$ cat config.mk
export PLATFORM = sky130hd
export DESIGN_NAME = mem_wb_stage
export DESIGN_NICKNAME = d
export VERILOG_FILES = /design/src/rtl/mem_wb_stage.sv
export SDC_FILE = /design/constraint.sdc
export NUM_CORES = 1
export LEC_CHECK = 0
export BUFFER_PORTS_ARGS = -buffer_cell sky130_fd_sc_hd__buf_2
export CAP_MARGIN = 10
export CORE_AREA = 2 2 110 112
export DETAILED_ROUTE_END_ITERATION = 10
export DIE_AREA = 0 0 112 114
export GPL_ROUTABILITY_DRIVEN = 0
export GPL_TIMING_DRIVEN = 1
export PLACE_DENSITY = 0.83
export SETUP_SLACK_MARGIN = 0.3
export SYNTH_ARGS = -nofsm -noshare
export SYNTH_HDL_FRONTEND = slang
export SYNTH_SLANG_ARGS = --single-unit
$ cat constraint.sdc
create_clock -name clk -period 0.8 [get_ports clk]
set_clock_uncertainty 0.05 [all_clocks]
set_input_delay 0.04 -clock clk [delete_from_list [all_inputs] [get_ports clk]]
set_output_delay 0.04 -clock clk [all_outputs]
set_load 0.02 [all_outputs]
$ cat src/rtl/mem_wb_stage.sv
// MEM/WB pipeline register for the RISC-V core.
// Aligns and extends load data, flags faulting loads, and presents three
// registered writeback candidates plus a sanitised select to the WB mux.
module mem_wb_stage #(
  parameter int XLEN       = 32,
  parameter int REG_ADDR_W = 5
) (
  input  logic                  clk,
  input  logic                  rst_n,
  input  logic                  stall,
  input  logic                  flush,
  input  logic                  in_valid,
  input  logic [XLEN-1:0]       in_alu_result,
  input  logic [XLEN-1:0]       in_pc_plus4,
  input  logic [XLEN-1:0]       in_mem_rdata,
  input  logic [REG_ADDR_W-1:0] in_rd,
  input  logic                  in_reg_write,
  input  logic [1:0]            in_wb_sel,
  input  logic                  in_mem_read,
  input  logic [2:0]            in_funct3,
  output logic [XLEN-1:0]       wb_alu_result,
  output logic [XLEN-1:0]       wb_mem_data,
  output logic [XLEN-1:0]       wb_pc_plus4,
  output logic [1:0]            wb_sel,
  output logic [REG_ADDR_W-1:0] wb_rd,
  output logic                  wb_reg_write,
  output logic                  wb_valid,
  output logic                  wb_load_fault
);

  // What the stage registers do at the next rising edge.
  typedef enum logic [1:0] {
    ST_CAPTURE = 2'b00,
    ST_HOLD    = 2'b01,
    ST_FLUSH   = 2'b10
  } update_e;

  localparam logic [2:0] F3_LB  = 3'b000;
  localparam logic [2:0] F3_LH  = 3'b001;
  localparam logic [2:0] F3_LW  = 3'b010;
  localparam logic [2:0] F3_LBU = 3'b100;
  localparam logic [2:0] F3_LHU = 3'b101;

  localparam logic [1:0] SEL_ALU = 2'b00;
  localparam logic [1:0] SEL_MEM = 2'b01;
  localparam logic [1:0] SEL_PC4 = 2'b10;
  localparam logic [1:0] SEL_BAD = 2'b11;

  logic [XLEN-1:0]       r_alu_result;
  logic [XLEN-1:0]       r_mem_data;
  logic [XLEN-1:0]       r_pc_plus4;
  logic [1:0]            r_sel;
  logic [REG_ADDR_W-1:0] r_rd;
  logic                  r_reg_write;
  logic                  r_valid;
  logic                  r_load_fault;

  logic [1:0]            w_addr_lo;
  logic [7:0]            w_byte;
  logic [15:0]           w_half;
  logic [XLEN-1:0]       w_aligned;
  logic                  w_fault;
  logic [XLEN-1:0]       w_mem_data;
  logic                  w_reg_write;
  logic [1:0]            w_sel;
  logic                  w_load_fault;
  update_e               w_action;

  assign w_addr_lo = in_alu_result[1:0];

  // Pick the addressed byte/half out of the raw word and extend it; also
  // decide whether this load is misaligned or uses an undefined funct3.
  always_comb begin
    w_byte    = 8'h00;
    w_half    = 16'h0000;
    w_aligned = '0;
    w_fault   = 1'b0;
    case (w_addr_lo)
      2'b00:   w_byte = in_mem_rdata[7:0];
      2'b01:   w_byte = in_mem_rdata[15:8];
      2'b10:   w_byte = in_mem_rdata[23:16];
      default: w_byte = in_mem_rdata[31:24];
    endcase
    w_half = w_addr_lo[1] ? in_mem_rdata[31:16] : in_mem_rdata[15:0];
    case (in_funct3)
      F3_LB:  w_aligned = {{(XLEN-8){w_byte[7]}}, w_byte};
      F3_LBU: w_aligned = {{(XLEN-8){1'b0}}, w_byte};
      F3_LH: begin
        w_aligned = {{(XLEN-16){w_half[15]}}, w_half};
        w_fault   = w_addr_lo[0];
      end
      F3_LHU: begin
        w_aligned = {{(XLEN-16){1'b0}}, w_half};
        w_fault   = w_addr_lo[0];
      end
      F3_LW: begin
        w_aligned = in_mem_rdata;
        w_fault   = (w_addr_lo != 2'b00);
      end
      default: begin
        w_aligned = '0;
        w_fault   = 1'b1;
      end
    endcase
    if (!in_mem_read) begin
      w_fault = 1'b0;
    end
  end

  // Build the values a capture would load, qualifying control by valid.
  always_comb begin
    w_mem_data   = '0;
    w_reg_write  = 1'b0;
    w_sel        = SEL_ALU;
    w_load_fault = 1'b0;
    if (in_mem_read && !w_fault) begin
      w_mem_data = w_aligned;
    end
    w_reg_write  = in_valid && in_reg_write && (in_rd != '0) && !w_fault;
    w_load_fault = in_valid && w_fault;
    if (in_valid && (in_wb_sel != SEL_BAD)) begin
      w_sel = in_wb_sel;
    end
  end

  // Flush beats stall, stall beats capture.
  always_comb begin
    w_action = ST_CAPTURE;
    if (flush) begin
      w_action = ST_FLUSH;
    end else if (stall) begin
      w_action = ST_HOLD;
    end
  end

  // Stage registers: cleared by reset or flush, frozen on stall.
  always_ff @(posedge clk or negedge rst_n) begin
    if (!rst_n) begin
      r_alu_result <= '0;
      r_mem_data   <= '0;
      r_pc_plus4   <= '0;
      r_sel        <= SEL_ALU;
      r_rd         <= '0;
      r_reg_write  <= 1'b0;
      r_valid      <= 1'b0;
      r_load_fault <= 1'b0;
    end else begin
      case (w_action)
        ST_FLUSH: begin
          r_alu_result <= '0;
          r_mem_data   <= '0;
          r_pc_plus4   <= '0;
          r_sel        <= SEL_ALU;
          r_rd         <= '0;
          r_reg_write  <= 1'b0;
          r_valid      <= 1'b0;
          r_load_fault <= 1'b0;
        end
        ST_CAPTURE: begin
          r_alu_result <= in_alu_result;
          r_mem_data   <= w_mem_data;
          r_pc_plus4   <= in_pc_plus4;
          r_sel        <= w_sel;
          r_rd         <= in_rd;
          r_reg_write  <= w_reg_write;
          r_valid      <= in_valid;
          r_load_fault <= w_load_fault;
        end
        default: begin
          r_alu_result <= r_alu_result;
          r_mem_data   <= r_mem_data;
          r_pc_plus4   <= r_pc_plus4;
          r_sel        <= r_sel;
          r_rd         <= r_rd;
          r_reg_write  <= r_reg_write;
          r_valid      <= r_valid;
          r_load_fault <= r_load_fault;
        end
      endcase
    end
  end

  assign wb_alu_result = r_alu_result;
  assign wb_mem_data   = r_mem_data;
  assign wb_pc_plus4   = r_pc_plus4;
  assign wb_sel        = r_sel;
  assign wb_rd         = r_rd;
  assign wb_reg_write  = r_reg_write;
  assign wb_valid      = r_valid;
  assign wb_load_fault = r_load_fault;

  // The mux select must never present the illegal encoding.
  always_comb begin
    assert (!rst_n || r_sel != SEL_BAD);
  end

endmodule

Word level (Yosys, flattened, before mapping) --
Index checks and enable logic that the tools add are counted.
Operators by class: add/sub/neg operators 0, multiply operators 0, divide/modulo/power cells 0, $lt $le $gt $ge 0, eq/ne operators 8, shift-type cells 0, muxes and demuxes 17, bitwise operators 0, reduce and logical (&&, ||, !) cells 15
Operators with widths (count):
- $pmux 32 s2 | 3
- $pmux 32 s5 | 1
- $mux 32 | 1
- $pmux 8 s3 | 1
- $mux 16 | 1
- $pmux 5 s2 | 1
- $eq 3x3->1 const B | 2
- $logic_and 1x1->1 | 6
- $pmux 1 s2 | 3
- $reduce_bool 5->1 | 1
- $eq 2x2->1 const B | 2
- $logic_not 2->1 | 2
- $mux 2 | 2
- $pmux 2 s2 | 1
- $reduce_bool 2->1 | 2
- $reduce_or 2->1 | 2
- $eq 3x1->1 const B | 1
- $eq 3x2->1 const B | 1
- $logic_not 3->1 | 1
- $pmux 1 s3 | 1
- $eq 2x1->1 const B | 1
- $mux 1 | 2
- $ne 2x2->1 const B | 1
- $logic_not 1->1 | 1
Storage, ports and cells: register bits 106, latch bits 0, RAM bits 0, ROM bits 0, bits of input ports 113, memories 0

Logic depth before layout (Yosys ltp) --
depth after elaboration 8, gate-level depth with buffers 6

Least setup slack after synthesis --
Ideal clock, no wire load.
path type input to register, start in in_alu_result[1], end reg r_mem_data[29], in the netlist wb_mem_data[29], setup time 0.121 ns, arrival time 1.106 ns, data required time 0.629 ns, path slack -0.477 ns, stages 6, path buffers 2, cells stage by stage buf_6 -> mux2i_4 -> o32ai_4 -> buf_6 -> a21o_1 -> a22o_1
On the way: cells in the longest elaborated chain, start to end 7
RTL lines:
- start: declaration | line 13 | input logic [XLEN-1:0] in_alu_result,
- branches (longest 5 deep; another with $pmux 32 s5)
- $mux 32 * | line 116 | if (in_mem_read && !w_fault) begin
- $pmux 32 s2 * | line 148 | case (w_action)
- end signal: assignment | line 161 | r_mem_data <= w_mem_data;
- end signal: assignment | line 171 | r_mem_data <= r_mem_data;
- end: declaration | line 50 | logic [XLEN-1:0] r_mem_data;
Mark *: on every way between the ends. A chain may end at the register's enable or synchronous reset.

Final worst setup path --
start reg r_mem_data[5], in the netlist wb_mem_data[5], end out wb_mem_data[5]
RTL lines:
- end: declaration | line 22 | output logic [XLEN-1:0] wb_mem_data,
No word-level cell between the ends.

==> impl_results.md <==
- Status: finished with violations
- Failing checks: hold timing, setup timing
- Num CTS Buffers: 9
- Synth Instances: between 400 and 500
- Final Instance Area: approximately 8500 um^2
- Final setup viols: ~250
- GRT Util Overall: 0.2571
- Async S/R FF share, synth: 1.000
- Number of iterations in the first detailed-routing pass: 7
- Cell Chain, Critical Path: buf_6 > buf_6
- Hold_ws: -0.1107 ns
- Worst-path clk slew: roughly 0.08 ns
- Sink Count: about 110
- Top-count cell post-synth: dfrtp_1
- CTS H-tree lvls: 3
- Core area: 11,710 um^2
- First-pass GRT wire length: roughly 26,000 um
- Endpoint class of the critical path: primary output
- NumNets Final: 835
- Root buffer cell: clkbuf_16
- Max clock buf depth: 2
- Die width: 112 um
- P_leak: about 4 nW
- Max Fanout on Critical Path: 2
- Least-Margin Pin Slew: approximately 0.66 ns
- Vias per cell: roughly 5.4
- DP Area: 6534 um^2
- Max_slew headroom: 0.5588
- Setup TNS: -28.35 ns
- Final HPWL DP: around 10,000 um
- Max Clk Rate: about 0.90 GHz
- Routed via count: 4,758
- FF+latch count, synth: between 100 and 150
- Post-route ant nets: 0
- Reg power frac: 0.427
- Number of flops mapped to enable cells by yosys: 0
- Clk Latency, worst-skew pair: ~0.34 ns
- Largest net degree at the start of global routing: 54
- Starting Density: 0.4092
- Final Hold Fails: 88
- Unrepaired setup endpoints after global routing: yes
- Critical Path Start Type: flip-flop
- Top cell by count, worst path: buf_6
- Commonest cells post-synth: 106 x dfrtp_1, 77 x nor2_1, 76 x mux2i_1
- Clk pwr share: 0.353
- Tcrit/Tclk final: 1.382
- DP Cell Count: between 800 and 900
- Max-cap viol count: 0
- CP max stage cell: dfrtp_2
- Total net switching power: ~0.0037 W
- TritonCTS clock tree: built
- # IOs: 219
- Register area share after synthesis: 0.5535
- Min-Delay Path Class: input port to flip-flop
- Synthesized area per cell: ~11 um^2
- Fin crit period: about 1.1 ns
- Syn Nets: between 500 and 600
- PwrDens: approximately 1600 nW/um^2
- Top cell type's share of synthesized area: 0.5535
- Routed length per instance: 19.93 um
- Die Ht: ~110 um
- Maximum VDD drop: roughly 1.3 mV
- GRT Residual Overflow: 0
- Vias in the first global route: just over 5k
- # diodes: 0
- Slew Limit Fails: 0
- Row count: 40
- Post-route DRC violation count: 0
- CP Data Required Time: about 0.7 ns
- Layout cell share with drive strength beyond 1: 0.6740
- Comb pwr share: 0.219
- Top post-synthesis cells by area: dfrtp_1 55%, mux2i_1 16%, nor2_1 6.0%
- CP max stage delay: ~0.43 ns
- Finished Core Util: 0.7232
- Internal Power: slightly below 0.01 W
- Post-synth cell types: 38
- Filler-free cell count of the finished design: ~870
- Total power: 0.01360 W
- Initial antenna violation count: 0
- Switch share: 0.2718
- CP arrival: ~1 ns
- Kind of critical path: flip-flop to primary output
- Initial DRC count: around 280
- Yosys warns: 0
- Synth area leader: dfrtp_1
- Die area: 12,770 um^2
- Input/output buffers: 218
- Synth-to-Final Area Change: 76.74%
- Drt total wl: 17,420 um
- Final WS setup: -0.3053 ns
- Cell Area, Synth: 4792 um^2
- Prevailing post-synth register cell: dfrtp_1
-- state kept, by name (all words and copies together), names as in the netlist --
signal         cells
wb_alu_result     32
wb_load_fault      1
wb_mem_data       32
wb_pc_plus4       32
wb_rd              5
wb_reg_write       1
wb_sel             2
wb_valid           1
-- final cells by class --
cell class | count | area [um^2]
Timing Repair Buffer | 315 | 2865
Inverter | 3 | 11.26
Fill cell | 710 | 3242
Clock buffer | 9 | 225.2
Sequential cell | 106 | 2776
Clock inverter | 7 | 100.1
Multi-Input combinational cell | 287 | 2307
Tap cell | 147 | 183.9
-- what timing repair did --
item	in CTS	in global routing
gates resized for setup	303	45
gates cloned	4	1
hold buffers	1	1
setup buffers	25	14
pin swaps	30	39
endpoints found under the hold margin	196	191
endpoints found under the setup margin	212	318
-- path summary, 6_finish.rpt --
kind	from	to	cells past startpoint	slack [ns]
hold / removal	in_alu_result[8]	wb_alu_result[8]$_DFFE_PN0P_	3	-0.11
hold reg to reg	wb_reg_write$_DFFE_PN0P_	wb_reg_write$_DFFE_PN0P_	1	0.46
setup reg to reg	wb_mem_data[4]$_DFFE_PN0P_	wb_mem_data[4]$_DFFE_PN0P_	3	-0.25
setup / recovery	wb_mem_data[5]$_DFFE_PN0P_	wb_mem_data[5]	2	-0.31
max in group asynchronous	rst_n	wb_pc_plus4[20]$_DFFE_PN0P_	3	-0.04
min in group asynchronous	rst_n	wb_alu_result[11]$_DFFE_PN0P_	2	0.10
-- power by group through the flow --
| stage | clock [W] | sequential, W | combinational (W) |
|---|---|---|---|
| after detailed placement | 0 | 0.00584 | 0.00214 |
| after floorplan | 0 | 0.00613 | 0.000895 |
| after global placement | 0 | 0.00583 | 0.00208 |
| final | 0.00481 | 0.00581 | 0.00298 |
| after CTS | 0.00491 | 0.00580 | 0.00271 |
| after global routing | 0.00514 | 0.00584 | 0.00315 |
-- critical path, delay by kind of cell (launching register included) --
family	cells	cell delay [ns]
buffers and inverters	2	0.24
DFF	1	0.43
-- kinds of logic after synthesis --
group | share of synthesized area
flops | 0.5535
mux | 0.1681
compound gates | 0.1334
simple gates | 0.1071
buf+inv | 0.03786
-- metrics by stage --
stage / setup WS, ns / hold WS, ns
CTS: -0.2982 / -0.1227
global placement: -0.5515 / -0.1868
finish: -0.3053 / -0.1107
global route: -0.3312 / -0.1102
detailed placement: -0.6737 / -0.1817
floorplan: -0.4568 / -0.3056
-- cell usage in the layout (no fill, tap or decap), types with 3 or more instances in the layout --
cell and n:
o21ai_0 7, a221oi_2 6, nor2_1 75, mux2i_2 3
nor2_4 3, nand3_1 7, buf_6 146, buf_12 9
a22oi_2 8, dfrtp_2 99, mux2i_1 73, a22oi_1 6
a21o_1 10, nand2_1 16, inv_1 3, buf_2 102
o21ai_2 6, a22o_1 9, dfrtp_1 7, buf_4 51
a21oi_2 6, clkbuf_16 10, o21ai_1 18, buf_16 3
-- layer usage --
metal,vias to the layer above,wire length [um],track usage
li1,2104,-,-
met1,2348,6119,0.2824
met2,263,9535,0.4756
met3,43,1132,0.05260
met4,0,627,0.1244
met5,-,0,0
No activity file was read; power rests on OpenSTA's default activity.
